## src/rtl/hazard_ctrl.sv

```systemverilog
// Execute-stage hazard controller: multi-cycle ALU sequencing, branch squash,
// load-use bubbles and operand-forwarding selects for the two ALU source muxes.
module hazard_ctrl #(
  parameter int MUL_LAT = 4
) (
  input  logic       clk,
  input  logic       rst_n,
  input  logic       idValid,
  input  logic [3:0] idRq,
  input  logic [3:0] idRs,
  input  logic       idUsesRq,
  input  logic       idUsesRs,
  input  logic       exValid,
  input  logic [3:0] exRq,
  input  logic [3:0] exRs,
  input  logic [3:0] exRd,
  input  logic       exRegWrite,
  input  logic       exIsLoad,
  input  logic       exMultiCycle,
  input  logic       exFlush,
  input  logic [3:0] memRd,
  input  logic [3:0] wbRd,
  input  logic       memRegWrite,
  input  logic       wbRegWrite,
  output logic       stallIF,
  output logic       stallID,
  output logic       stallEX,
  output logic       bubbleEX,
  output logic       flushID,
  output logic [1:0] fwdA,
  output logic [1:0] fwdB,
  output logic       aluBusy,
  output logic       aluDone
);

  typedef enum logic [1:0] {RUN, MULTI, REDIRECT} state_t;

  // The RUN cycle is the first of MUL_LAT, so MULTI counts MUL_LAT-2 down to 0.
  localparam logic [3:0] CNT_LOAD = 4'(MUL_LAT - 2);

  state_t     state_q, state_d;
  logic [3:0] cnt_q, cnt_d;
  logic       load_use;

  function automatic logic [1:0] fwd_sel(
    input logic [3:0] src,
    input logic [3:0] mem_rd,
    input logic       mem_we,
    input logic [3:0] wb_rd,
    input logic       wb_we
  );
    if (mem_we && (mem_rd != 4'd0) && (mem_rd == src))
      return 2'b01;
    else if (wb_we && (wb_rd != 4'd0) && (wb_rd == src))
      return 2'b10;
    else
      return 2'b00;
  endfunction

  assign load_use = exValid && exIsLoad && exRegWrite && (exRd != 4'd0) && idValid &&
                    ((idUsesRq && (idRq == exRd)) || (idUsesRs && (idRs == exRd)));

  always_comb begin
    state_d  = state_q;
    cnt_d    = cnt_q;
    stallIF  = 1'b0;
    stallID  = 1'b0;
    stallEX  = 1'b0;
    bubbleEX = 1'b0;
    flushID  = 1'b0;
    aluBusy  = 1'b0;
    aluDone  = 1'b0;
    fwdA     = fwd_sel(exRq, memRd, memRegWrite, wbRd, wbRegWrite);
    fwdB     = fwd_sel(exRs, memRd, memRegWrite, wbRd, wbRegWrite);

    case (state_q)
      RUN: begin
        if (exFlush) begin
          flushID  = 1'b1;
          bubbleEX = 1'b1;
          state_d  = REDIRECT;
        end else if (exValid && exMultiCycle) begin
          stallIF = 1'b1;
          stallID = 1'b1;
          stallEX = 1'b1;
          aluBusy = 1'b1;
          cnt_d   = CNT_LOAD;
          state_d = MULTI;
        end else if (load_use) begin
          stallIF  = 1'b1;
          stallID  = 1'b1;
          bubbleEX = 1'b1;
        end
      end
      MULTI: begin
        stallIF = 1'b1;
        stallID = 1'b1;
        aluBusy = 1'b1;
        if (cnt_q == 4'd0) begin
          aluDone = 1'b1;
          state_d = RUN;
        end else begin
          stallEX = 1'b1;
          cnt_d   = cnt_q - 4'd1;
        end
      end
      REDIRECT: begin
        flushID  = 1'b1;
        bubbleEX = 1'b1;
        state_d  = RUN;
      end
      default: state_d = RUN;
    endcase

    // Reset is asynchronous, so outputs are quiet for the whole time rst_n is low.
    if (!rst_n) begin
      stallIF  = 1'b0;
      stallID  = 1'b0;
      stallEX  = 1'b0;
      bubbleEX = 1'b0;
      flushID  = 1'b0;
      aluBusy  = 1'b0;
      aluDone  = 1'b0;
      fwdA     = 2'b00;
      fwdB     = 2'b00;
    end
  end

  always_ff @(posedge clk or negedge rst_n) begin
    if (!rst_n) begin
      state_q <= RUN;
      cnt_q   <= 4'd0;
    end else begin
      state_q <= state_d;
      cnt_q   <= cnt_d;
    end
  end

endmodule

```

## config.mk

```make
export PLATFORM = sky130hd
export DESIGN_NAME = hazard_ctrl
export DESIGN_NICKNAME = d
export VERILOG_FILES = /design/src/rtl/hazard_ctrl.sv
export SDC_FILE = /design/constraint.sdc
export NUM_CORES = 1
export LEC_CHECK = 0
export BUFFER_PORTS_ARGS = -buffer_cell sky130_fd_sc_hd__buf_2
export CORE_MARGIN = 1
export CORE_UTILIZATION = 43
export DETAILED_ROUTE_END_ITERATION = 8
export PLACE_DENSITY = 0.81
export SLEW_MARGIN = 20
export SYNTH_ARGS = -nofsm -noshare
export SYNTH_HDL_FRONTEND = slang
export SYNTH_SLANG_ARGS = --single-unit
```

## constraint.sdc

```tcl
create_clock -name clk -period 3.1 [get_ports clk]
set_input_delay 0.155 -clock clk [delete_from_list [all_inputs] [get_ports clk]]
set_output_delay 0.155 -clock clk [all_outputs]
set_load 0.02 [all_outputs]
```

---- Word level (Yosys, flattened, before mapping) ----
Index checks and enable logic that the tools add are counted.
word-level totals
  flip-flop bits (word level) ............. 6
  latch bits .............................. 0
  memory bits (writable) .................. 0
  memory bits (read-only) ................. 0
  memories kept ........................... 0
cells by class
  add/subtract/negate cells ............... 1
  $mul .................................... 0
  div/mod/pow operators ................... 0
  order comparisons ....................... 0
  eq/ne operators ......................... 13
  shift-type cells ........................ 0
  muxes and demuxes ....................... 36
  bitwise operators ....................... 0
  reduce and logical (&&, ||, !) cells .... 23
operators with widths
  operator             count
  $eq 4x4->1           6
  $mux 2               9
  $mux 1               17
  $logic_and 1x1->1    14
  $mux 4               3
  $reduce_bool 4->1    3
  $pmux 1 s2           5
  $ne 2x2->1 const B   4
  $pmux 4 s2           1
  $logic_not 4->1      1
  $pmux 2 s2           1
  $reduce_and 4->1     1
  $sub 4x1->4 const B  1
  $ne 3x3->1 const B   1
  $eq 2x1->1 const B   1
  $eq 2x2->1 const B   1
  $logic_not 2->1      1
  $reduce_and 2->1     1
  $reduce_bool 2->1    1
  $logic_or 1x1->1     1

---- Depth between registers and ports, before layout ----
Gate-level depths: netlist of run 1.
  word-level depth ........................ 10
  mapped depth ............................ 7
  gate-level depth less buffers ........... 7

---- Least setup slack after synthesis of run 1 ----
Ideal clock, no wire load.
  path kind ............................... flip-flop to output port
  start ................................... reg cnt_q[0]
  end ..................................... out stallEX
  arrival ................................. 1.501 ns
  path slack .............................. 1.444 ns
  stages on the path, launching flop included .. 7
  path buffers ............................ 0
  path through ............................ dfrtp_1 > inv_1 > ha_1 > nor3b_1 > or3_4 > nand2b_1 > and2_1
between the ends
  word-level cells in the longest chain between the ends .. 4
RTL lines
  element                   RTL line  RTL
  start: declaration        42        logic [3:0] cnt_q, cnt_d;
  start signal: assignment  135       cnt_q <= cnt_d;
  $logic_not 4->1           99        if (cnt_q == 4'd0) begin
  $mux 1                    99
  $pmux 1 s2                76        case (state_q)
  $mux 1                    116       if (!rst_n) begin
  end: declaration          27        output logic stallEX,
No other way between the ends.

---- Worst setup path after layout of run 1 ----
Same ends and word-level chain as after synthesis.

==> results of run 1 <==
[cells by family after synthesis]
family,share of synthesized area
multiplexers,0.01424
AND/OR/NAND/NOR,0.3025
XOR/XNOR,0.3238
AO/OA/AOI/OAI,0.07830
flip-flops,0.2135
adder cells (fa/ha/maj),0.03558
buffers and inverters,0.03203
[placed cells by master (no fill, tap or decap), types with 2 or more instances in the layout]
cell	instances
and2_1	3
buf_2	50
clkbuf_4	3
dfrtp_1	6
ha_1	2
inv_1	3
nand2_1	4
nand3_1	2
nand4_1	5
nor2_1	7
nor3_1	4
nor4_1	4
o21ai_0	2
xnor2_1	19
xor2_1	7
[stage by stage]
step                      setup WS [ns]  cell area, um^2
after global routing             0.9066            998.5
after CTS                         1.042            998.5
final                             1.062            998.5
after detailed placement          1.310            965.9
after floorplan                   1.444            703.2
after global placement            1.355            965.9
[synthesized netlist by cell type (2+ instances only)]
library cell	count
o21ai_0	2
and2_1	3
ha_1	2
nor4_1	4
nand3_1	2
xor2_1	7
nor3_1	4
nand4_1	5
nand2_1	4
xnor2_1	19
inv_1	3
dfrtp_1	6
nor2_1	7
[power groups by stage]
stage / registers [mW] / logic (mW) / clock network, mW
finish: 0.151 / 0.220 / 0.0714
global route: 0.157 / 0.248 / 0.0818
CTS: 0.152 / 0.222 / 0.0732
detailed placement: 0.153 / 0.220 / 0
global placement: 0.152 / 0.214 / 0
floorplan: 0.146 / 0.151 / 0
[timing repair]
| item | 4_1_cts | 5_1_grt |
|---|---|---|
| resized for setup | 0 | 0 |
| endpoints found under the hold margin | 6 | 0 |
| hold buffers | 1 | 0 |
[final timing paths]
check | startpoint | endpoint | slack [ns] | depth (start not counted)
worst max-delay path | cnt_q[0] | stallEX | 1.06 | 7
worst min-delay path | exFlush | state_q[1] | 0.17 | 3
worst max register to register | cnt_q[0] | cnt_q[3] | 1.39 | 7
worst min register to register | cnt_q[3] | cnt_q[3] | 0.56 | 2
max in group asynchronous | rst_n | state_q[1] | 2.62 | 2
min in group asynchronous | rst_n | state_q[0] | 0.30 | 2
[registers in the layout, summed over array words and instances, names as in the netlist]
signal	cells
state_q	2
cnt_q	4
[routing by layer]
| metal | global-route usage | share of wire | vias to the layer above |
|---|---|---|---|
| li1 | - | - | 402 |
| met5 | 0 | 0 | - |
| met3 | 0.03879 | 0.030 | 0 |
| met1 | 0.2454 | 0.41 | 356 |
| met2 | 0.4031 | 0.56 | 23 |
| met4 | 0.05625 | 0 | 0 |
[area by class of cell]
class                   instances  area (um^2)
clock buffers                   3        22.52
fillers                       135        525.5
inverters                       4        15.01
multi-input cells              73        530.5
flip-flops and latches          6        150.1
well taps                      16        20.02
repair buffers                 51        260.3
[worst max-delay path, stage by stage, from the launching register on]
cell and delay [ns]:
dfrtp_1 0.41, inv_1 0.08, ha_1 0.19, nor3b_1 0.15
or3_4 0.37, nand2b_1 0.14, and2_1 0.13, buf_2 0.15
==> out/metrics.yaml, run 1 <==
clock_tree:
  clock-sinks: 6
  cts_tree: "built"
  clkTransAtPathRegs_ns: 0.04
  postCtsSetupBuffers: 0
  htree_num_levels: 1
  clockBufferDepth: 2
  clockRootBuffer: "clkbuf_4"
  clk_latency_ns: 0.24
  numCtsBuffers: 3
logic_synthesis:
  synth_nets: 126
  synth_edf_count: 0
  syn_area_um2: 703.2
  seq_area_frac_synth: 0.2135
  async_reset_ff_frac: 1.000
  yosys.area.top_type: "xnor2_1"
  ys_ff_latch: 6
  yosysWarnings: 0
  avgSynthCellArea_um2: 8.371
  yosysUniqueCellTypes: 29
  synth_area_leaders: "xnor2_1 (24%), dfrtp_1 (21%), xor2_1 (8.7%)"
  synthFlopType: "dfrtp_1"
  synthCells: 84
  synth_top_area_frac: 0.2367
run_status:
  outcome: "finished clean"
drt:
  dr.pass1.iters: 4
  vias_per_cell: 5.105
  vias: 781
  totalWireLength_um: 1749
  drc: 0
  wl_per_cell_um: 11.43
  drtIter0Drc: 13
  ant_nets: 0
timing:
  max_slew_margin: 0.5503
  fin_crit_sh: 0.6575
  tightest_slew_ns: 0.6685
  hold_viol: 0
  rsz0062_at_grt: "false"
  drv_slew: 0
  maxClockFrequency_ghz: 0.4906
  period_minus_slack_ns: 2.038
  finalSetupViolCount: 0
  tns_ns: 0
  skew_ns: 0.001073
  holdWs_ns: 0.1667
cells_and_area:
  fin_cells: 153
  diodes: 0
  layout-drive-gt1-share: 0.4088
  utilization: 0.6552
  nets: 181
  syn2layout_area_growth_pct: 41.99
die:
  rows: 14
  initial_utilization: 0.4614
  dieArea_um2: 1801
  fp.coreArea_um2: 1524
  ios: 51
  die_y_um: 42.44
  die_x_um: 42.44
grt:
  grt_pass1_wl_um: 3022
  grt_max_degree: 13
  antenna_found_initial: 0
  grt_pass1_vias: 786
  track_usage: 0.2149
  grt_overflow: 0
power_and_ir_drop:
  pwr-share-seq: 0.342
  p_sw_frac: 0.4173
  p_leak_nw: 0.4974
  internal_power_uw: 258.0
  fin_total_pwr_uw: 442.7
  power.density_nw_per_um2: 443.4
  clkPwrFrac: 0.161
  p_switching_uw: 184.8
  max-vdd-ir-drop_uv: 242.2
  p_comb_frac: 0.497
critical_path:
  required_ns: 2.94
  end_kind: "primary output"
  critPathLaunchType: "flop"
  worstSetupPathType: "reg2out"
  critPathMaxFanout: 4
  crit_arrival_ns: 1.88
place:
  place.detailed.hpwl_um: 1545
  io_buffers: 50
  gp_congestion: 0.8661
  placed_cells: 149
worst_hold_path:
  hold_path.class: "in2reg"
job:
  maxCapViolations: 0
Power figures use the tool's default switching activity.
==> inputs of run 2 (changes only) <==
Settings changed: CORE_UTILIZATION 43 to 36, PLACE_DENSITY 0.81 to 0.72.
Clock period 3.1 ns to 1.7 ns, I/O delays scaled along.
==> run 2 against run 1 <==
  * The flow now finishes with violations (hold timing, setup timing)
  * Final cell count up 14%
  * Critical path type unchanged
  * Routed wire length up 16%
  * Sequential power up 85%
  * Via count up 6.9%
  * Critical path depth unchanged
  * Register-to-register slack worse by 1.4 ns
  * Count of clock-buffer cells in the layout unchanged
  * Clock skew up 0.0040 ns
==> out/metrics.yaml, run 2 (synthesized netlist as in run 1, its figures left out) <==
critical_path:
  path_buf_inv: 2
  r2r_end: "cnt_q[3]"
  critPathLaunchType: "flop"
  critPathMaxFanout: 2
  crit_arrival_ns: 1.66
  regToRegStartpoint: "cnt_q[0]"
  rr_worst_depth: 8
  path_cells: "inv_2 > ha_4 > nor3b_4 > or3_4 > nand2b_4 > and2_4 > buf_6"
  critPathLaunch: "cnt_q[0]"
  worstSetupPathType: "reg2out"
  slowest_delay_ns: 0.37
  regToRegSetupSlack_ns: 0.02
  cp_top_family: "simple AND/OR/NAND/NOR gates"
  required_ns: 1.62
  end_kind: "primary output"
  slowest_stage: "dfrtp_1"
grt:
  grt_pass1_vias: 782
  track_usage: 0.2074
  antenna_found_initial: 0
  grt_max_degree: 13
  grt_pass1_wl_um: 3194
  grt_overflow: 0
drt:
  ant_nets: 0
  dr.pass1.iters: 3
  wl_per_cell_um: 11.64
  totalWireLength_um: 2026
  vias_per_cell: 4.799
  drtIter0Drc: 8
  vias: 835
  drc: 0
clock_tree:
  cts_tree: "built"
  clock-sinks: 6
  clkTransAtPathRegs_ns: 0.05
  clk_latency_ns: 0.25
  clockRootBuffer: "clkbuf_4"
  htree_num_levels: 1
  numCtsBuffers: 3
  clockBufferDepth: 2
cells_and_area:
  syn2layout_area_growth_pct: 64.24
  largest_reg_flops: 4
  fillers: 158
  layout-drive-gt1-share: 0.5168
  final_area_um2: 1155
  utilization: 0.6477
  seq_area_um2: 150.1
  fin_cells: 174
  layout_commonest_cell: "buf_2"
  top_register: "cnt_q"
  reg_top3: "cnt_q (4), state_q (2)"
  multi_input_area_um2: 581.8
  nets: 193
  diodes: 0
  final_cell_mix: "buf_2 (49), xnor2_1 (19), buf_4 (13), nor2_1 (7), xor2_1 (7)"
run_status:
  violations: "hold timing, setup timing"
  outcome: "finished, violations left"
worst_hold_path:
  hold_path.class: "in2async"
place:
  placed_cells: 164
  io_buffers: 50
  place.detailed.hpwl_um: 1609
  gp_congestion: 0.9342
  placed_area_um2: 1022
  dp_worst_setup_slack_ns: 0.1426
power_and_ir_drop:
  power.density_nw_per_um2: 945.1
  p_leak_nw: 0.5641
  max-vdd-ir-drop_uv: 582.9
die:
  fp.coreArea_um2: 1783
  die_x_um: 46.20
  rows: 15
  die_y_um: 46.20
  initial_utilization: 0.3944
  dieArea_um2: 2134
  ios: 51
timing:
  tightest_slew_ns: 0.4761
  rsz0062_at_grt: "true"
  fin_crit_sh: 1.027
  finalSetupViolCount: 1
  worst_slack_ns: -0.04653
  max_slew_margin: 0.6784
  drv_slew: 0
  maxClockFrequency_ghz: 0.5726
  holdWs_ns: -0.3182
  hold_viol: 6
  skew_ns: 0.005039
  period_minus_slack_ns: 1.747
job:
  maxCapViolations: 0
run 2: through the flow:
| step | TNS, ns | power [mW] | hold slack, ns |
|---|---|---|---|
| floorplan | 0 | 0.5418 | -0.2106 |
| global placement | 0 | 0.7363 | -0.04906 |
| detailed placement | 0 | 0.7475 | -0.04726 |
| CTS | -0.05676 | 1.003 | -0.3165 |
| global route | -0.1335 | 1.176 | -0.3117 |
| finish | -0.04653 | 1.091 | -0.3182 |
run 2: worst max-delay path by stage:
stage	depth (start not counted)	to	slack, ns
3_5_place_dp	7	cnt_q[3]	0.14
6_report	7	stallEX	-0.05
2_1_floorplan	7	cnt_q[3]	0.10
4_1_cts	7	stallEX	-0.06
3_3_place_gp	5	stallEX	0.16
5_1_grt	7	stallEX	-0.1
run 2: area by class of cell:
cell class,instances,share of cell area
Multi-Input combinational cell,73,0.5038
Timing Repair Buffer,63,0.3066
Sequential cell,6,0.1300
Tap cell,25,0.02709
Clock buffer,3,0.01950
Inverter,4,0.01300
run 2: where the power goes:
group	internal (mW)	switching [mW]
Clock	0.0803	0.0579
Sequential	0.201	0.0795
Combinational	0.368	0.305
run 2: metal layers:
| layer | routed length [um] | track usage | part of all wire |
|---|---|---|---|
| met5 | 0 | 0 | 0 |
| met3 | 49 | 0.04706 | 0.024 |
| met4 | 5 | 0.03529 | 0.0025 |
| met1 | 816 | 0.2168 | 0.40 |
| met2 | 1155 | 0.4141 | 0.57 |
run 2: worst register-to-register path, stage by stage, from the launching register on:
cell,delay (ns)
dfrtp_1,0.37
inv_2,0.07
ha_4,0.15
nor3b_4,0.14
or3_4,0.36
buf_4,0.16
nor4_4,0.14
xnor2_1,0.15
nor2_1,0.05
run 2: repair_timing:
item,4_1_cts,5_1_grt
gates resized for setup,9,4
endpoints found under the setup margin,1,7
buffers inserted,4,4
pin swaps,2,1
gates cloned,0,0
endpoints found under the hold margin,6,6
